File: src/rtl/fifo_seq_pkg.sv
// Shared types and constants for the FIFO handshake sequencer.
package fifo_seq_pkg;

    // Sequencer states: one read path, one write path, shared idle.
    typedef enum logic [2:0] {
        StIdle,
        StRdPulse,
        StRdRecover,
        StWrSetup,
        StWrPulse,
        StWrHold
    } seq_state_e;

    // Arbitration history: which direction owned the bus last.
    localparam logic ARB_RX = 1'b0;
    localparam logic ARB_TX = 1'b1;

    // Reset values of the registered outputs and data holding registers.
    localparam logic RST_FIFO_RD     = 1'b1;
    localparam logic RST_FIFO_WR     = 1'b0;
    localparam logic RST_FIFO_OE     = 1'b0;
    localparam logic RST_KBD_STROBE  = 1'b0;
    localparam logic RST_DSP_READY   = 1'b1;
    localparam logic RST_DATA_BIT    = 1'b0;
    localparam logic RST_EDGE_HIST   = 1'b1;
    localparam logic RST_LAST_SERVED = ARB_TX;

    function automatic int unsigned max3(input int unsigned a, input int unsigned b,
                                         input int unsigned c);
        int unsigned m;
        m = (a > b) ? a : b;
        return (m > c) ? m : c;
    endfunction

    // Width of the shared phase down-counter.
    function automatic int unsigned cnt_width(input int unsigned rd_pulse,
                                              input int unsigned rd_recover,
                                              input int unsigned wr_pulse);
        return $clog2(max3(rd_pulse, rd_recover, wr_pulse)) + 1;
    endfunction

endpackage

File: src/rtl/fifo_seq_sync.sv
// Two-flop synchronizer with a configurable reset value per bit.
module fifo_seq_sync #(
    parameter int unsigned       Width    = 1,
    parameter logic [Width-1:0] ResetVal = '0
) (
    input  logic             clk_i,
    input  logic             reset_i,
    input  logic [Width-1:0] d_i,
    output logic [Width-1:0] q_o
);

    logic [Width-1:0] meta_q;
    logic [Width-1:0] sync_q;

    // Two-stage capture; reset is synchronous to match the rest of the bridge.
    always_ff @(posedge clk_i) begin
        if (reset_i) begin
            meta_q <= ResetVal;
            sync_q <= ResetVal;
        end else begin
            meta_q <= d_i;
            sync_q <= meta_q;
        end
    end

    assign q_o = sync_q;

endmodule

File: src/rtl/fifo_sequencer.sv
// Handshake sequencer between the PIA keyboard/display ports and an FT245-style
// USB FIFO. Arbitrates the shared FIFO data bus, times RD#/WR strobes from
// programmable cycle counts and buffers one character in each direction.
// Build option: define FIFO_SEQ_SYNC_EN to insert two-flop synchronizers on
// fifo_rxf, fifo_txe, kbd_ack and dsp_req (adds two cycles of input latency).
module fifo_sequencer
    import fifo_seq_pkg::*;
#(
    parameter int unsigned DATA_WIDTH = 7,
    parameter int unsigned RD_PULSE   = 4,  // cycles fifo_rd held low, >= 1
    parameter int unsigned RD_RECOVER = 2,  // cycles fifo_rd held high after a read, >= 1
    parameter int unsigned WR_PULSE   = 4   // cycles fifo_wr held high, >= 1
) (
    input  logic                  clk,
    input  logic                  reset,
    input  logic                  enable,
    output logic [DATA_WIDTH-1:0] kbd_data,
    output logic                  kbd_strobe,
    input  logic                  kbd_ack,
    input  logic [DATA_WIDTH-1:0] dsp_data,
    input  logic                  dsp_req,
    output logic                  dsp_ready,
    input  logic                  fifo_rxf,
    input  logic                  fifo_txe,
    output logic                  fifo_rd,
    output logic                  fifo_wr,
    input  logic [DATA_WIDTH-1:0] fifo_data_in,
    output logic [DATA_WIDTH-1:0] fifo_data_out,
    output logic                  fifo_data_oe
);

    localparam int unsigned CntW = cnt_width(RD_PULSE, RD_RECOVER, WR_PULSE);

    localparam logic [CntW-1:0] RdPulseLoad   = CntW'(RD_PULSE - 1);
    localparam logic [CntW-1:0] RdRecoverLoad = CntW'(RD_RECOVER - 1);
    localparam logic [CntW-1:0] WrPulseLoad   = CntW'(WR_PULSE - 1);

    localparam logic [DATA_WIDTH-1:0] RstData = {DATA_WIDTH{RST_DATA_BIT}};

    // Decision-side views of the asynchronous-capable inputs.
    logic rxf_s;
    logic txe_s;
    logic ack_s;
    logic req_s;

`ifdef FIFO_SEQ_SYNC_EN
    logic [1:0] fifo_flags_s;
    logic [1:0] pia_lines_s;

    // FIFO flags are active low, so they idle (and reset) high.
    fifo_seq_sync #(
        .Width    (2),
        .ResetVal (2'b11)
    ) u_sync_flags (
        .clk_i   (clk),
        .reset_i (reset),
        .d_i     ({fifo_rxf, fifo_txe}),
        .q_o     (fifo_flags_s)
    );

    fifo_seq_sync #(
        .Width    (2),
        .ResetVal (2'b00)
    ) u_sync_lines (
        .clk_i   (clk),
        .reset_i (reset),
        .d_i     ({kbd_ack, dsp_req}),
        .q_o     (pia_lines_s)
    );

    assign rxf_s = fifo_flags_s[1];
    assign txe_s = fifo_flags_s[0];
    assign ack_s = pia_lines_s[1];
    assign req_s = pia_lines_s[0];
`else
    assign rxf_s = fifo_rxf;
    assign txe_s = fifo_txe;
    assign ack_s = kbd_ack;
    assign req_s = dsp_req;
`endif

    seq_state_e            state_q,      state_d;
    logic [CntW-1:0]       cnt_q,        cnt_d;
    logic                  last_q,       last_d;
    logic                  fifo_rd_q,    fifo_rd_d;
    logic                  fifo_wr_q,    fifo_wr_d;
    logic                  fifo_oe_q,    fifo_oe_d;
    logic [DATA_WIDTH-1:0] data_out_q,   data_out_d;
    logic [DATA_WIDTH-1:0] kbd_data_q,   kbd_data_d;
    logic                  kbd_strobe_q, kbd_strobe_d;
    logic                  dsp_ready_q,  dsp_ready_d;
    logic [DATA_WIDTH-1:0] tx_buf_q,     tx_buf_d;
    logic                  ack_hist_q,   ack_hist_d;
    logic                  req_hist_q,   req_hist_d;

    logic ack_rise;
    logic req_rise;
    logic rx_req;
    logic tx_req;
    logic grant_rx;

    // Next-state logic: consumer-side handshakes first, then the bus FSM.
    always_comb begin
        state_d      = state_q;
        cnt_d        = cnt_q;
        last_d       = last_q;
        fifo_rd_d    = fifo_rd_q;
        fifo_wr_d    = fifo_wr_q;
        fifo_oe_d    = fifo_oe_q;
        data_out_d   = data_out_q;
        kbd_data_d   = kbd_data_q;
        kbd_strobe_d = kbd_strobe_q;
        dsp_ready_d  = dsp_ready_q;
        tx_buf_d     = tx_buf_q;
        ack_hist_d   = ack_s;
        req_hist_d   = req_s;

        ack_rise = ack_s & ~ack_hist_q;
        req_rise = req_s & ~req_hist_q;

        // An ack edge with nothing pending is ignored.
        if (ack_rise && kbd_strobe_q) begin
            kbd_strobe_d = 1'b0;
        end
        // A request edge while the buffer is still full is dropped.
        if (req_rise && dsp_ready_q) begin
            tx_buf_d    = dsp_data;
            dsp_ready_d = 1'b0;
        end

        rx_req   = enable & ~rxf_s & ~kbd_strobe_q;
        tx_req   = enable & ~txe_s & ~dsp_ready_q;
        // On a tie, serve the direction that did not go last.
        grant_rx = rx_req & (~tx_req | (last_q == ARB_TX));

        unique case (state_q)
            StIdle: begin
                if (grant_rx) begin
                    state_d   = StRdPulse;
                    cnt_d     = RdPulseLoad;
                    fifo_rd_d = 1'b0;
                    last_d    = ARB_RX;
                end else if (tx_req) begin
                    state_d    = StWrSetup;
                    fifo_oe_d  = 1'b1;
                    fifo_wr_d  = 1'b0;
                    data_out_d = tx_buf_q;
                    last_d     = ARB_TX;
                end
            end
            StRdPulse: begin
                if (cnt_q == '0) begin
                    // Data is valid at the end of the low pulse.
                    kbd_data_d   = fifo_data_in;
                    kbd_strobe_d = 1'b1;
                    fifo_rd_d    = 1'b1;
                    cnt_d        = RdRecoverLoad;
                    state_d      = StRdRecover;
                end else begin
                    cnt_d = cnt_q - 1'b1;
                end
            end
            StRdRecover: begin
                if (cnt_q == '0) begin
                    state_d = StIdle;
                end else begin
                    cnt_d = cnt_q - 1'b1;
                end
            end
            StWrSetup: begin
                fifo_wr_d = 1'b1;
                cnt_d     = WrPulseLoad;
                state_d   = StWrPulse;
            end
            StWrPulse: begin
                if (cnt_q == '0) begin
                    // FIFO latches on this falling edge; keep driving the bus one more cycle.
                    fifo_wr_d = 1'b0;
                    state_d   = StWrHold;
                end else begin
                    cnt_d = cnt_q - 1'b1;
                end
            end
            StWrHold: begin
                fifo_oe_d   = 1'b0;
                dsp_ready_d = 1'b1;
                state_d     = StIdle;
            end
            default: begin
                state_d   = StIdle;
                fifo_rd_d = RST_FIFO_RD;
                fifo_wr_d = RST_FIFO_WR;
                fifo_oe_d = RST_FIFO_OE;
            end
        endcase
    end

    // State and registered-output update; reset aborts any cycle in flight.
    always_ff @(posedge clk) begin
        if (reset) begin
            state_q      <= StIdle;
            cnt_q        <= '0;
            last_q       <= RST_LAST_SERVED;
            fifo_rd_q    <= RST_FIFO_RD;
            fifo_wr_q    <= RST_FIFO_WR;
            fifo_oe_q    <= RST_FIFO_OE;
            data_out_q   <= RstData;
            kbd_data_q   <= RstData;
            kbd_strobe_q <= RST_KBD_STROBE;
            dsp_ready_q  <= RST_DSP_READY;
            tx_buf_q     <= RstData;
            ack_hist_q   <= RST_EDGE_HIST;
            req_hist_q   <= RST_EDGE_HIST;
        end else begin
            state_q      <= state_d;
            cnt_q        <= cnt_d;
            last_q       <= last_d;
            fifo_rd_q    <= fifo_rd_d;
            fifo_wr_q    <= fifo_wr_d;
            fifo_oe_q    <= fifo_oe_d;
            data_out_q   <= data_out_d;
            kbd_data_q   <= kbd_data_d;
            kbd_strobe_q <= kbd_strobe_d;
            dsp_ready_q  <= dsp_ready_d;
            tx_buf_q     <= tx_buf_d;
            ack_hist_q   <= ack_hist_d;
            req_hist_q   <= req_hist_d;
        end
    end

    assign kbd_data      = kbd_data_q;
    assign kbd_strobe    = kbd_strobe_q;
    assign dsp_ready     = dsp_ready_q;
    assign fifo_rd       = fifo_rd_q;
    assign fifo_wr       = fifo_wr_q;
    assign fifo_data_out = data_out_q;
    assign fifo_data_oe  = fifo_oe_q;

endmodule
File: config.mk
export PLATFORM = sky130hd
export DESIGN_NAME = fifo_sequencer
export DESIGN_NICKNAME = d
export VERILOG_FILES = /design/src/rtl/fifo_seq_pkg.sv /design/src/rtl/fifo_seq_sync.sv /design/src/rtl/fifo_sequencer.sv
export SDC_FILE = /design/constraint.sdc
export NUM_CORES = 1
export LEC_CHECK = 0
export ABC_AREA = 1
export CAP_MARGIN = 20
export CORE_AREA = 2 2 81 83
export CTS_CLUSTER_DIAMETER = 50
export DETAILED_ROUTE_END_ITERATION = 10
export DIE_AREA = 0 0 83 85
export PLACE_DENSITY = 0.52
export SETUP_SLACK_MARGIN = 0.02
export SYNTH_ARGS = -nofsm -noshare
export SYNTH_HDL_FRONTEND = slang
export SYNTH_SLANG_ARGS = --single-unit
File: constraint.sdc
create_clock -name clk -period 3.3 [get_ports clk]
set_input_delay 0.66 -clock clk [delete_from_list [all_inputs] [get_ports clk]]
set_output_delay 0.66 -clock clk [all_outputs]
set_load 0.02 [all_outputs]
# Word level (Yosys, flattened, before mapping)
# Cells that the tools add are included.
[totals] reg_bits=35
[classes] bitwise=19 reduce_logical=19 n_mux=24 add_sub_neg=1 eq_ne=13
[ops] op="3-bit two-way mux" n=8
[ops] op="3-bit one-hot mux with 5 select lines" n=1
[ops] op="2-bit inequality test (second input constant)" n=7
[ops] op="3-bit one-hot mux with 4 select lines" n=1
[ops] op="3-bit AND reduction" n=4
[ops] op="1-bit two-way mux" n=11
[ops] op="1-bit inverter" n=11
[ops] op="4-bit AND reduction" n=2
[ops] op="4-bit OR reduction" n=2
[ops] op="1-bit bitwise AND" n=7
[ops] op="3-bit by 2-bit == test with 1-bit output (second input constant)" n=2
[ops] op="3-bit == test (second input constant)" n=2
[ops] op="3-bit zero test" n=2
[ops] op="1-bit one-hot mux with 4 select lines" n=1
[ops] op="2-bit AND reduction" n=2
[ops] op="4-bit nonzero test" n=1
[ops] op="2-bit OR reduction" n=2
[ops] op="3-bit by 1-bit == test with 1-bit output (second input constant)" n=1
[ops] op="3-bit inequality test (second input constant)" n=1
[ops] op="1-bit one-hot mux with 3 select lines" n=1
[ops] op="3-bit OR reduction" n=1
[ops] op="3-bit by 1-bit subtractor with 3-bit output (second input constant)" n=1
[ops] op="1-bit logical AND" n=2
[ops] op="1-bit one-hot mux with 2 select lines" n=1
[ops] op="other kinds (2)" n=2

# Longest topological paths before layout
[depth] depth_word=8 mapped_depth=9

# Worst setup path after synthesis
# No wires, ideal clock.
[synth_timing] path_kind="input port to flip-flop" from="input port enable" to="register cnt_q[1]" setup_ns=0.112 arrival_time_ns=1.378 cell_stages=7 slack_ns=1.810 path_cell_list="inv_1 nor3_1 nand2_1 nand2_1 nand3_2 nor2_1 nor2_1"
[synth_between] elab_chain_cells=7 word_cells_on_any_way=9
[synth_rtl] item="start: declaration" line_no="fifo_sequencer.sv:16" rtl="input logic enable,"
[synth_rtl] item="1-bit bitwise AND (2 in series)" line_no="fifo_sequencer.sv:132" rtl="tx_req = enable & ~txe_s & ~dsp_ready_q;"
[synth_rtl] item="1-bit inverter" line_no="fifo_sequencer.sv:134" rtl="grant_rx = rx_req & (~tx_req | (last_q == ARB_TX));"
[synth_rtl] item="1-bit bitwise OR" line_no="fifo_sequencer.sv:134"
[synth_rtl] item="1-bit bitwise AND *" line_no="fifo_sequencer.sv:134"
[synth_rtl] item="2-bit inequality test (no line) *"
[synth_rtl] item="3-bit AND reduction (no line) *"
[synth_rtl] item="end signal: assignment" line_no="fifo_sequencer.sv:216" rtl="cnt_q <= cnt_d;"
[synth_rtl] item="end: declaration" line_no="fifo_sequencer.sv:83" rtl="logic [CntW-1:0] cnt_q, cnt_d;"
# Every way passes the cells marked *; elsewhere a longest branch is shown, timed or not.
# A chain may end at the register's enable or synchronous reset.

==> flow_summary_export.csv <==
group,metric,value,unit
yosys,synth.avg_cell_area,7.390,µm²
timing,worst_slew_pin_slew,0.6610,ns
yosys,syn_inst,202,
power_and_ir_drop,vdd_drop_max,0.2692,mV
die,die_x,83,µm
critical_path,arrival,2.25,ns
yosys,yosys.area.top_type,"dfxtp_1",
power_and_ir_drop,power-per-cell-area,729.6,nW/µm²
routing,drt_iter0_markers,106,
finish,final_core_utilization,33.21,%
die,start_util,24.06,%
critical_path,critPathSlowestCell,"clkdlybuf4s50_1",
timing,min_period_over_period,63.17,%
placement,port_buffers,39,
global_routing,grt_pass1_wl,5.968,mm
routing,wl,3.446,mm
critical_path,r2r-start,"cnt_q[0]",
finish,nets,270,
timing,setup_viol,0,
cts,worstSkewPairLatency,0.28,ns
global_routing,grt-ovfl-total,0,
finish,areaGrowthSynthToFinish,38.06,%
outcome,status,"finished, final reports clean",
global_routing,grtUsageTotal,10.33,%
routing,via_count,1378,
power_and_ir_drop,power,1.504,mW
finish,nFillCells,657,
yosys,syn-num-nets,226,
cts,cts_hold_buffers,0,
critical_path,crit_fanout,28,
cts,clockRootBuffer,"clkbuf_8",
cts,numCtsBuffers,5,
global_routing,antenna_found_initial,0,
hold_path,min_from,"last_q",
timing,finalHoldViolCount,0,
timing,max-slew-margin-rel,55.66,%
timing,setup-tns-final,0,ns
placement,dp_cells,316,
critical_path,endpoint_kind,"register",
cts,post_cts_resized,0,
power_and_ir_drop,leakage,0.8601,nW
cts,cts_buffer_depth,2,
critical_path,path_class,"primary input to register",
global_routing,grt_pass1_vias,1350,
finish,diodes,0,
finish,multiInputGateArea,706.9,µm²
routing,drt_pre_antenna_iters,4,
yosys,yosys_warnings,0,
timing,period_minus_slack,2.085,ns
yosys,ys_seq_area_share,46.94,%
timing,setup_ws,1.215,ns
yosys,yosysUniqueCellTypes,23,
timing,fmax,479.7,MHz
finish,seq_area,700.7,µm²
die,core,6205,µm²
hold_path,holdCritPathClass,"register to register",
cts,cts_tree,"done",
cts,clkTransAtPathRegs,0.07,ns
die,die_y,85,µm
die,ios,40,
critical_path,cp-start-kind,"primary input",
timing,rsz0062_at_grt,"no",
timing,maxSlewViolCount,0,
die,die_area,7055,µm²
placement,dpl.hpwl,2.520,mm
critical_path,slowest_delay,0.64,ns
yosys,synthDominantCellAreaShare,46.94,%
routing,avgRoutedWirePerCell,10.67,µm
cts,h-tree-depth,2,
finish,final_cells,323,
finish,layout-drive-gt1-share,9.350,%
routing,postRouteAntennaNets,0,
placement,place.gp.congestion,0.8500,
critical_path,cp_cell_sequence,"clkdlybuf4s50_1, clkinv_1, o21ai_0, nor2_1",
routing,viasPerCell,4.266,
yosys,synth_seq_cells,35,
die,core.rowCount,29,
placement,pre_cts_ws,0.8957,ns
yosys,synth_area_leaders,"dfxtp_1, nor2_1, o21ai_0, nand2_1, nand3_1",
yosys,netlist_area,1493,µm²
timing,clock_skew,0.008707,ns
global_routing,grt_start_max_net_pins,29,
routing,drc_errors,0,
job,maxCapViolCount,0,
critical_path,startpoint,"reset",
cts,post-cts-setup-buffers,0,
critical_path,cp.required,3.47,ns
cts,clock-sinks,35,
[sequential cells by signal, indices dropped and copies added, names as in the netlist]
register       count
kbd_strobe         1
fifo_wr            1
fifo_data_out      7
cnt_q              3
kbd_data           7
state_q            3
fifo_rd            1
dsp_ready          1
ack_hist_q         1
tx_buf_q           7
req_hist_q         1
last_q             1
fifo_data_oe       1
[critical path: cells and delay by family]
kind,cells,cell delay [ns]
buffers and inverters,2,1.25
AOI/OAI and AO/OA,1,0.28
and+or+nand+nor,1,0.06
[stage by stage]
step                instance area [µm²]  hold slack (ns)
floorplan                          1493           0.4289
global route                       2061           0.4876
CTS                                2061           0.4655
global placement                   1973           0.4425
finish                             2061           0.4598
detailed placement                 1973           0.4484
[cell usage in the layout, fill, tap and decap left out, types with 2 or more instances in the layout]
master / synthesis / final
nand2_2: 4 / 4
nor2_1: 53 / 53
nand2_1: 24 / 24
nand3_2: 3 / 3
clkdlybuf4s50_1: 0 / 39
nand3_1: 13 / 13
nor3_2: 2 / 2
ha_1: 3 / 3
a21oi_1: 10 / 10
clkbuf_8: 0 / 6
inv_1: 15 / 15
dfxtp_1: 35 / 35
inv_2: 3 / 3
o21ai_0: 25 / 25
[Yosys cell counts, drive strengths merged]
cell / instances
nor2: 54
dfxtp: 35
nand2: 28
o21ai: 25
inv: 18
nand3: 16
a21oi: 10
nor3: 4
ha: 3
buf: 2
clkbuf: 1
clkinv: 1
nand4: 1
o211ai: 1
o221ai: 1
or2: 1
xor2: 1
[path summary, 6_finish.rpt]
kind	end	slack, ns	cells after the start
max	kbd_data[4]	1.22	4
min	last_q	0.46	2
max reg2reg	fifo_rd	1.79	9
min reg2reg	last_q	0.46	2
[cell type report]
cell class,instances,share of cell area (%)
clock inverter,1,0.2429
clock buffer,6,4.007
multi-input combinational,145,34.30
tap,77,4.675
sequential,35,34.00
inverter,19,3.461
timing repair buffer,40,19.31
[kinds of logic (layout without fill, tap and decap cells)]
family	Yosys count	after routing	share of synthesized area [%]
adders and majority gates	3	3	2.515
and+or+nand+nor	104	104	31.43
xor gates and xnor gates	1	1	0.5869
AOI/OAI and AO/OA	37	37	12.83
buffers and inverters	22	66	5.699
DFF	35	35	46.94
[routing by layer]
layer / up-vias / part of all wire, % / GRT usage, %
li1: 739 / - / -
met1: 613 / 48 / 12.84
met2: 24 / 47 / 17.30
met3: 2 / 4.0 / 2.724
met4: 0 / 0.44 / 3.726
met5: - / 0 / 0
[where the power goes]
part	total, mW	internal [mW]	leakage [nW]	switching, mW
clock	0.307	0.164	0.0470	0.144
combinational	0.634	0.257	0.527	0.377
sequential	0.562	0.502	0.286	0.0600
Note: power is estimated with default switching activity, not from simulation.
